**config.mk**
```make
export PLATFORM = sky130hd
export DESIGN_NAME = sobel_window_gen
export DESIGN_NICKNAME = d
export VERILOG_FILES = /design/src/rtl/sobel_window_gen.sv
export SDC_FILE = /design/constraint.sdc
export NUM_CORES = 1
export LEC_CHECK = 0
export BUFFER_PORTS_ARGS = -buffer_cell sky130_fd_sc_hd__buf_2
export CAP_MARGIN = 30
export CORE_MARGIN = 2
export CORE_UTILIZATION = 50
export DETAILED_ROUTE_END_ITERATION = 12
export GPL_TIMING_DRIVEN = 0
export PLACE_DENSITY = 0.73
export SYNTH_ARGS = -nofsm -noshare
export SYNTH_HDL_FRONTEND = slang
export SYNTH_SLANG_ARGS = --single-unit
export TNS_END_PERCENT = 50
```
**constraint.sdc**
```tcl
create_clock -name clk -period 4.23 [get_ports clk]
set_input_delay 0.2115 -clock clk [delete_from_list [all_inputs] [get_ports clk]]
set_output_delay 0.2115 -clock clk [all_outputs]
set_load 0.05 [all_outputs]
```
**src/rtl/sobel_window_gen.sv**
```systemverilog
`default_nettype none
// ============================================================================
// sobel_window_gen : 3x3 neighbourhood generator feeding the Sobel kernel,
//                    with zero/replicate edge padding and frame markers.
// Revision: 1.0
// ============================================================================
module sobel_window_gen #(
  parameter int DATA_WIDTH = 8,
  parameter int ROWS       = 5,
  parameter int COLS       = 6,
  parameter int PAD_MODE   = 0
) (
  input  logic                    clk,
  input  logic                    rst_n,
  input  logic                    valid_i,
  output logic                    ready_o,
  input  logic [DATA_WIDTH-1:0]   top_i,
  input  logic [DATA_WIDTH-1:0]   mid_i,
  input  logic [DATA_WIDTH-1:0]   bot_i,
  output logic [9*DATA_WIDTH-1:0] win_o,
  output logic                    valid_o,
  output logic                    sof_o,
  output logic                    eol_o,
  output logic                    done_o
);

  localparam int c_col_w = (COLS > 1) ? $clog2(COLS) : 1;
  localparam int c_row_w = (ROWS > 1) ? $clog2(ROWS) : 1;
  localparam logic [c_col_w-1:0] c_col_last  = c_col_w'(COLS - 1);
  localparam logic [c_col_w-1:0] c_col_first = c_col_w'(1);
  localparam logic [c_row_w-1:0] c_row_last  = c_row_w'(ROWS - 1);
  localparam bit c_pad = (PAD_MODE != 0);

  typedef enum logic [1:0] {
    S_FILL  = 2'd0,
    S_RUN   = 2'd1,
    S_FLUSH = 2'd2,
    S_DONE  = 2'd3
  } state_t;

  state_t r_state;
  state_t w_state_nxt;

  logic [c_col_w-1:0] r_col;
  logic [c_row_w-1:0] r_row;

  // lane index: 0 = top, 1 = mid, 2 = bot
  logic [2:0][DATA_WIDTH-1:0] r_c;
  logic [2:0][DATA_WIDTH-1:0] r_r;
  logic [2:0][DATA_WIDTH-1:0] w_in;
  logic [2:0][DATA_WIDTH-1:0] w_left;
  logic [2:0][DATA_WIDTH-1:0] w_ctr;
  logic [2:0][DATA_WIDTH-1:0] w_right;

  logic [9*DATA_WIDTH-1:0] w_win;
  logic [9*DATA_WIDTH-1:0] r_win;
  logic r_valid;
  logic r_sof;
  logic r_eol;
  logic r_done;

  logic w_ready;
  logic w_accept;
  logic w_emit_run;
  logic w_emit_flush;

  assign w_ready  = (r_state == S_FILL) || (r_state == S_RUN);
  assign ready_o  = rst_n & w_ready;
  assign w_accept = valid_i & ready_o;

  always_ff @(posedge clk or negedge rst_n) begin
    if (!rst_n) begin
      r_state <= S_FILL;
    end else begin
      r_state <= w_state_nxt;
    end
  end

  always_comb begin
    w_state_nxt  = r_state;
    w_emit_run   = 1'b0;
    w_emit_flush = 1'b0;
    case (r_state)
      S_FILL: begin
        if (w_accept) w_state_nxt = S_RUN;
      end
      S_RUN: begin
        if (w_accept) begin
          w_emit_run = 1'b1;
          if (r_col == c_col_last) w_state_nxt = S_FLUSH;
        end
      end
      S_FLUSH: begin
        w_emit_flush = 1'b1;
        w_state_nxt  = (r_row == c_row_last) ? S_DONE : S_FILL;
      end
      S_DONE: begin
        w_state_nxt = S_FILL;
      end
      default: begin
        w_state_nxt = S_FILL;
      end
    endcase
  end

  always_comb begin
    w_in[1] = mid_i;
    w_in[0] = (r_row == '0)         ? (c_pad ? mid_i : '0) : top_i;
    w_in[2] = (r_row == c_row_last) ? (c_pad ? mid_i : '0) : bot_i;
  end

  // The window is assembled from C/R before the shift plus the incoming
  // column, so the previous column (C) doubles as the left column and no
  // separate L register is needed.
  always_comb begin
    w_left  = r_c;
    w_ctr   = r_r;
    w_right = w_in;
    if (r_state == S_FLUSH) begin
      w_right = c_pad ? r_r : '0;
    end else if (r_col == c_col_first) begin
      w_left = c_pad ? r_r : '0;
    end
  end

  for (genvar k = 0; k < 3; k++) begin : g_lane
    assign w_win[(3*k+0)*DATA_WIDTH +: DATA_WIDTH] = w_left[k];
    assign w_win[(3*k+1)*DATA_WIDTH +: DATA_WIDTH] = w_ctr[k];
    assign w_win[(3*k+2)*DATA_WIDTH +: DATA_WIDTH] = w_right[k];
  end

  always_ff @(posedge clk or negedge rst_n) begin
    if (!rst_n) begin
      r_c     <= '0;
      r_r     <= '0;
      r_col   <= '0;
      r_row   <= '0;
      r_win   <= '0;
      r_valid <= 1'b0;
      r_sof   <= 1'b0;
      r_eol   <= 1'b0;
      r_done  <= 1'b0;
    end else begin
      r_valid <= 1'b0;
      r_sof   <= 1'b0;
      r_eol   <= 1'b0;
      r_done  <= 1'b0;
      if (w_accept) begin
        r_c   <= r_r;
        r_r   <= w_in;
        r_col <= (r_col == c_col_last) ? '0 : r_col + 1'b1;
      end
      if (w_emit_run || w_emit_flush) begin
        r_win   <= w_win;
        r_valid <= 1'b1;
        r_sof   <= w_emit_run && (r_row == '0) && (r_col == c_col_first);
        r_eol   <= w_emit_flush;
      end
      if (w_emit_flush) begin
        r_row <= (r_row == c_row_last) ? '0 : r_row + 1'b1;
      end
      if (r_state == S_DONE) begin
        r_done <= 1'b1;
        r_col  <= '0;
        r_row  <= '0;
      end
    end
  end

  assign win_o   = r_win;
  assign valid_o = r_valid;
  assign sof_o   = r_sof;
  assign eol_o   = r_eol;
  assign done_o  = r_done;

endmodule
`default_nettype wire

```
Yosys cells after proc, flatten, opt, wreduce, memory -nomap -nowiden --
Cells that the tools add are included.
Word-level totals: logic and storage cells 59, output and inout port bits 77, bits of input ports 27, flip-flop bits (word level) 132
Cells by class: mux-type cells 23, equality and inequality tests 9, add/subtract/negate cells 2, reduce and logical (&&, ||, !) cells 9, bitwise operators 2
Operators by type and width (count):
- two-way mux 24 bit | 3
- two-way mux 3 bit | 6
- two-way mux 8 bit | 2
- two-way mux 2 bit | 4
- case mux 2 bit (4 select lines) | 1
- two-way mux 1 bit | 7
- adder 3 x 1 -> 3 bit, second input constant | 2
- equality test 3 bit, second input constant | 2
- equality test 2 bit, second input constant | 2
- inequality test 2 bit, second input constant | 2
- nonzero test 2 bit | 2
- equality test 3 x 1 -> 1 bit, second input constant | 1
- zero test 3 bit | 1
- AND reduction 3 bit | 1
- AND 1 bit | 2
- equality test 2 x 1 -> 1 bit, second input constant | 1
- logical AND 1 bit | 2
- zero test 2 bit | 1
- logical OR 1 bit | 2
- inequality test 2 x 1 -> 1 bit, second input constant | 1

Depth between registers and ports, before layout --
word-level depth 9, mapped depth 7, gate-level depth less buffers 5

Worst setup path before layout --
No wires, ideal clock.
path type register to register, start register r_state[0], end register r_win[13] (netlist: win_o[13]), cell stages (with the launch flop) 8, library setup time 0.125 ns, period minus slack after synthesis 1.539 ns, slack 2.691 ns, path buffers 3, arrival 1.414 ns, required time 4.105 ns, cell sequence dfrtp_1 > buf_6 > and4b_1 > buf_6 > nor2_8 > inv_2 > buf_6 > mux2_4
On the way: word-level cells in the longest chain between the ends 7, elaborated cells between the ends (all ways) 10, classes of those cells 2 x eq/ne; 3 x mux; 2 x bitwise; 3 x reduce/logical
RTL lines:
- start, declared | RTL line 41 | state_t r_state;
- start signal, assigned | RTL line 75 | r_state <= w_state_nxt;
- equality test 2 x 1 -> 1 bit / zero test 2 bit (equally long branches) | RTL line 67, 83
- logical OR 1 bit | RTL line 67 | assign w_ready = (r_state == S_FILL) || (r_state == S_RUN);
- AND 1 bit | RTL line 68 | assign ready_o = rst_n & w_ready;
- AND 1 bit | RTL line 69 | assign w_accept = valid_i & ready_o;
- two-way mux 1 bit | RTL line 88 | if (w_accept) begin
- two-way mux 1 bit | RTL line 83 | case (r_state)
- logical OR 1 bit (*) | RTL line 153 | if (w_emit_run || w_emit_flush) begin
- end signal, assigned | RTL line 154 | r_win <= w_win;
- end, declared | RTL line 56 | logic [9*DATA_WIDTH-1:0] r_win;
Every way passes the cells marked *; elsewhere a longest branch is shown, timed or not. A chain may end at the register's enable or synchronous reset.

Final worst setup path --
start input rst_n, end register r_win[33] (netlist: win_o[33])
On the way: word-level cells in the longest chain between the ends 5
RTL lines:
- start, declared | RTL line 14 | input logic rst_n,
- AND 1 bit | RTL line 68
- AND 1 bit | RTL line 69
- two-way mux 1 bit | RTL line 88
- two-way mux 1 bit | RTL line 83
- logical OR 1 bit | RTL line 153
No other way between the ends.

==> results.tsv <==
metric	value	unit
FF+latch count, synth	132	
Tightest Pin Transition	639	ps
Crit. End Element	flip-flop	
cts bufs inserted	17	
CP Launch Type	input port	
CTS Sinks	132	
Post-Synth Simple-Gate Area	0.146	
Worst Path Buf+Inv	6	
maximum VDD drop	0.000406	V
Layout Utilization	0.680	
cells after synthesis	420	
core footprint	0.00982	mm^2
Multi-input gate area	0.00161	mm^2
Layout area overhead	31.7	%
crit path max fanout	103	
final setup fails	0	
via count	3755	
die width	105	um
H-tree levels	4	
crit-path leading delay family	buffers and inverters	
Initial Utilization	0.516	
fraction of layout cells with a size suffix above 1	0.303	
WP data arrival	2780	ps
post-route insts no fill	714	
critical path class	input port to flip-flop	
vias in the first global route	3903	
Clock Path Buffers	2	
maxcap violations	0	
f_max	0.419	GHz
Storage cell area	0.00330	mm^2
Antenna Cells	0	
Leak	3.54	nW
post-CTS setup buffer count	0	
status	completed	
Worst slew margin	0.574	
Hold/Removal Path Class	input port to flip-flop	
Rows	36	
clock tree root buffer cell	clkbuf_8	
synthesized area	0.00507	mm^2
multiplexer share of the synthesized area	0.0674	
Net Count, Synth	449	
synth warn	0	
most frequent CP cell	buf_6	
fin crit period	2390	ps
DP Area	0.00578	mm^2
fin area	0.00667	mm^2
io pins	104	
Routed Antenna Nets	0	
biggest area consumer among synthesized cells	dfrtp_1	
Synth top area share	0.652	
first-pass GRT wire length	20.4	mm
Power Dens Cells	805	mW/mm^2
RSZ-0062 raised after global routing	no	
placed cells	657	
XOR/XNOR Fraction of Synth Area	0.00173	
initial antenna violation count	0	
fin nets	597	
Slowest cell on crit path	dlygate4sd3_1	
Avg Cell Area, Syn	12.1	um^2
setup TNS	0	ps
Iter 0 DRT Violations	227	
Worst-Skew Late Latency	520	ps
DR pass1 iterations	4	
main combinational cell family by area after synthesis	simple AND/OR/NAND/NOR gates	
Routed wire per std cell	17.3	um
die height	105	um
Post-synth EDFFs	0	
clk slew on worst S/H paths	60	ps
Max Slew Vio Count	0	
gr ovfl total	0	
CTS tree	yes	
DR DRC count	0	
Compound-Gate Fraction of Synth Area	0.0968	
Total GRT Usage	0.241	
IO buf count	103	
final hold vios	0	
Die ar.	0.0110	mm^2
Final HPWL DP	7.96	mm
sequential area share after synthesis	0.652	
critical path's largest stage delay	540	ps
number of vias per cell	5.26	
period utilization	0.564	
Routability Congestion	0.786	
Worst EP required	4630	ps
largest net degree at the start of global routing	104	
Layout fillers	759	
Area contributors post-synth	dfrtp_1 (65%), nand2_1 (9.9%), a22o_1 (7.8%)	
Top FF cell, synth	dfrtp_1	
CP cell instances	dlygate4sd3_1 -> buf_6 -> buf_16 -> and4b_1 -> buf_6 -> nor2_8 -> inv_2 -> buf_6 -> mux2_4	
Layout Skew	6.67	ps
Routed WL	12.4	mm
Netlist cell types	33	
Post-Synth Adder-Cell Area	0.00494	
FFs w/ async S/R, synth	1.00	
## sequential cells by signal (all words and copies together) (netlist names)
name / cells
r_c: 24
r_col: 3
valid_o: 1
done_o: 1
r_r: 24
r_row: 3
sof_o: 1
win_o: 72
eol_o: 1
r_state: 2
## final timing paths
path                                    endpoint  cells after the start                    from  slack, ps
setup / recovery           win_o[33]$_DFFE_PN0P_                      9                   rst_n       1840
hold / removal              r_col[1]$_DFFE_PN0P_                      3                 valid_i        110
setup reg to reg           win_o[69]$_DFFE_PN0P_                      4  r_state[1]$_DFFE_PN0P_       2380
hold reg to reg               r_c[1]$_DFFE_PN0P_                      2      r_c[1]$_DFFE_PN0P_        470
max in group asynchronous   win_o[2]$_DFFE_PN0P_                      3                   rst_n       3290
min in group asynchronous  win_o[66]$_DFFE_PN0P_                      2                   rst_n        160
## routing by layer
metal | vias to the layer above | share of wire | GRT usage
met3 | 21 | 0.050 | 0.0512
met4 | 0 | 0.017 | 0.100
met5 | - | 0 | 0
li1 | 1733 | - | -
met1 | 1879 | 0.43 | 0.320
met2 | 122 | 0.50 | 0.387
## placed cells by master, fill, tap and decap left out, drive strengths merged
cell type,n
a21o,1
a21oi,1
a22o,45
a32o,2
and3,1
and3b,1
and4b,1
buf,117
bufinv,5
clkbuf,30
clkinv,4
clkinvlp,3
dfrtp,132
dlygate4sd3,25
ha,2
inv,5
mux2,24
nand2,134
nand2b,2
nand3,22
nand3b,1
nand4b,2
nor2,4
nor2b,2
nor3,1
nor3b,1
o21ai,9
o31ai,2
or4,1
xnor2,1
## final cells by class
cell class | count | share of cell area
timing repair buffer | 129 | 0.120
tap | 133 | 0.0249
buffer | 23 | 0.0208
inverter | 5 | 0.00281
clock inverter | 12 | 0.0306
sequential | 132 | 0.495
clock buffer | 20 | 0.0652
multi-input combinational | 260 | 0.241
## metrics by stage
step	power (mW)	setup slack, ps	hold WS (ps)
floorplan	3.30	2690	-84.1
global placement	3.74	266	424
detailed placement	3.79	1860	133
CTS	5.40	1840	75.5
global route	5.60	1650	118
finish	5.37	1840	107
## synth_stat cells, types with 2 or more instances
library cell,n
o21ai_0,8
inv_1,3
dfrtp_1,132
nand2b_1,2
inv_2,2
buf_2,6
clkbuf_1,10
ha_1,2
mux2_4,19
mux2_2,5
a32o_1,2
nand3_1,22
a22o_1,45
nand4b_1,2
o31ai_1,2
nand2_1,134
buf_4,2
nor2b_1,2
nor2_1,2
buf_6,5
## worst register-to-register path, stage by stage, from the launching register on
cell	delay, ps
dfrtp_1	400
clkbuf_1	220
nand4b_1	340
a21oi_1	590
a22o_1	240
## kinds of logic after synthesis
family / after synthesis
xor gates and xnor gates: 1
muxes: 24
adders and majority gates: 2
and+or+nand+nor: 173
AOI/OAI and AO/OA: 60
buffers and inverters: 28
DFF: 132
## timing repair
| action | in CTS | in global routing |
|---|---|---|
| resized for setup | 0 | 0 |
| hold endpoints to repair | 81 | 0 |
| hold buffers | 25 | 0 |
## where the power goes
| group | internal, mW | switching [mW] |
|---|---|---|
| sequential | 1.63 | 0.240 |
| combinational | 0.549 | 1.38 |
| clock | 1.03 | 0.536 |
| total | 3.21 | 2.16 |
No activity file was read; power rests on OpenSTA's default activity.
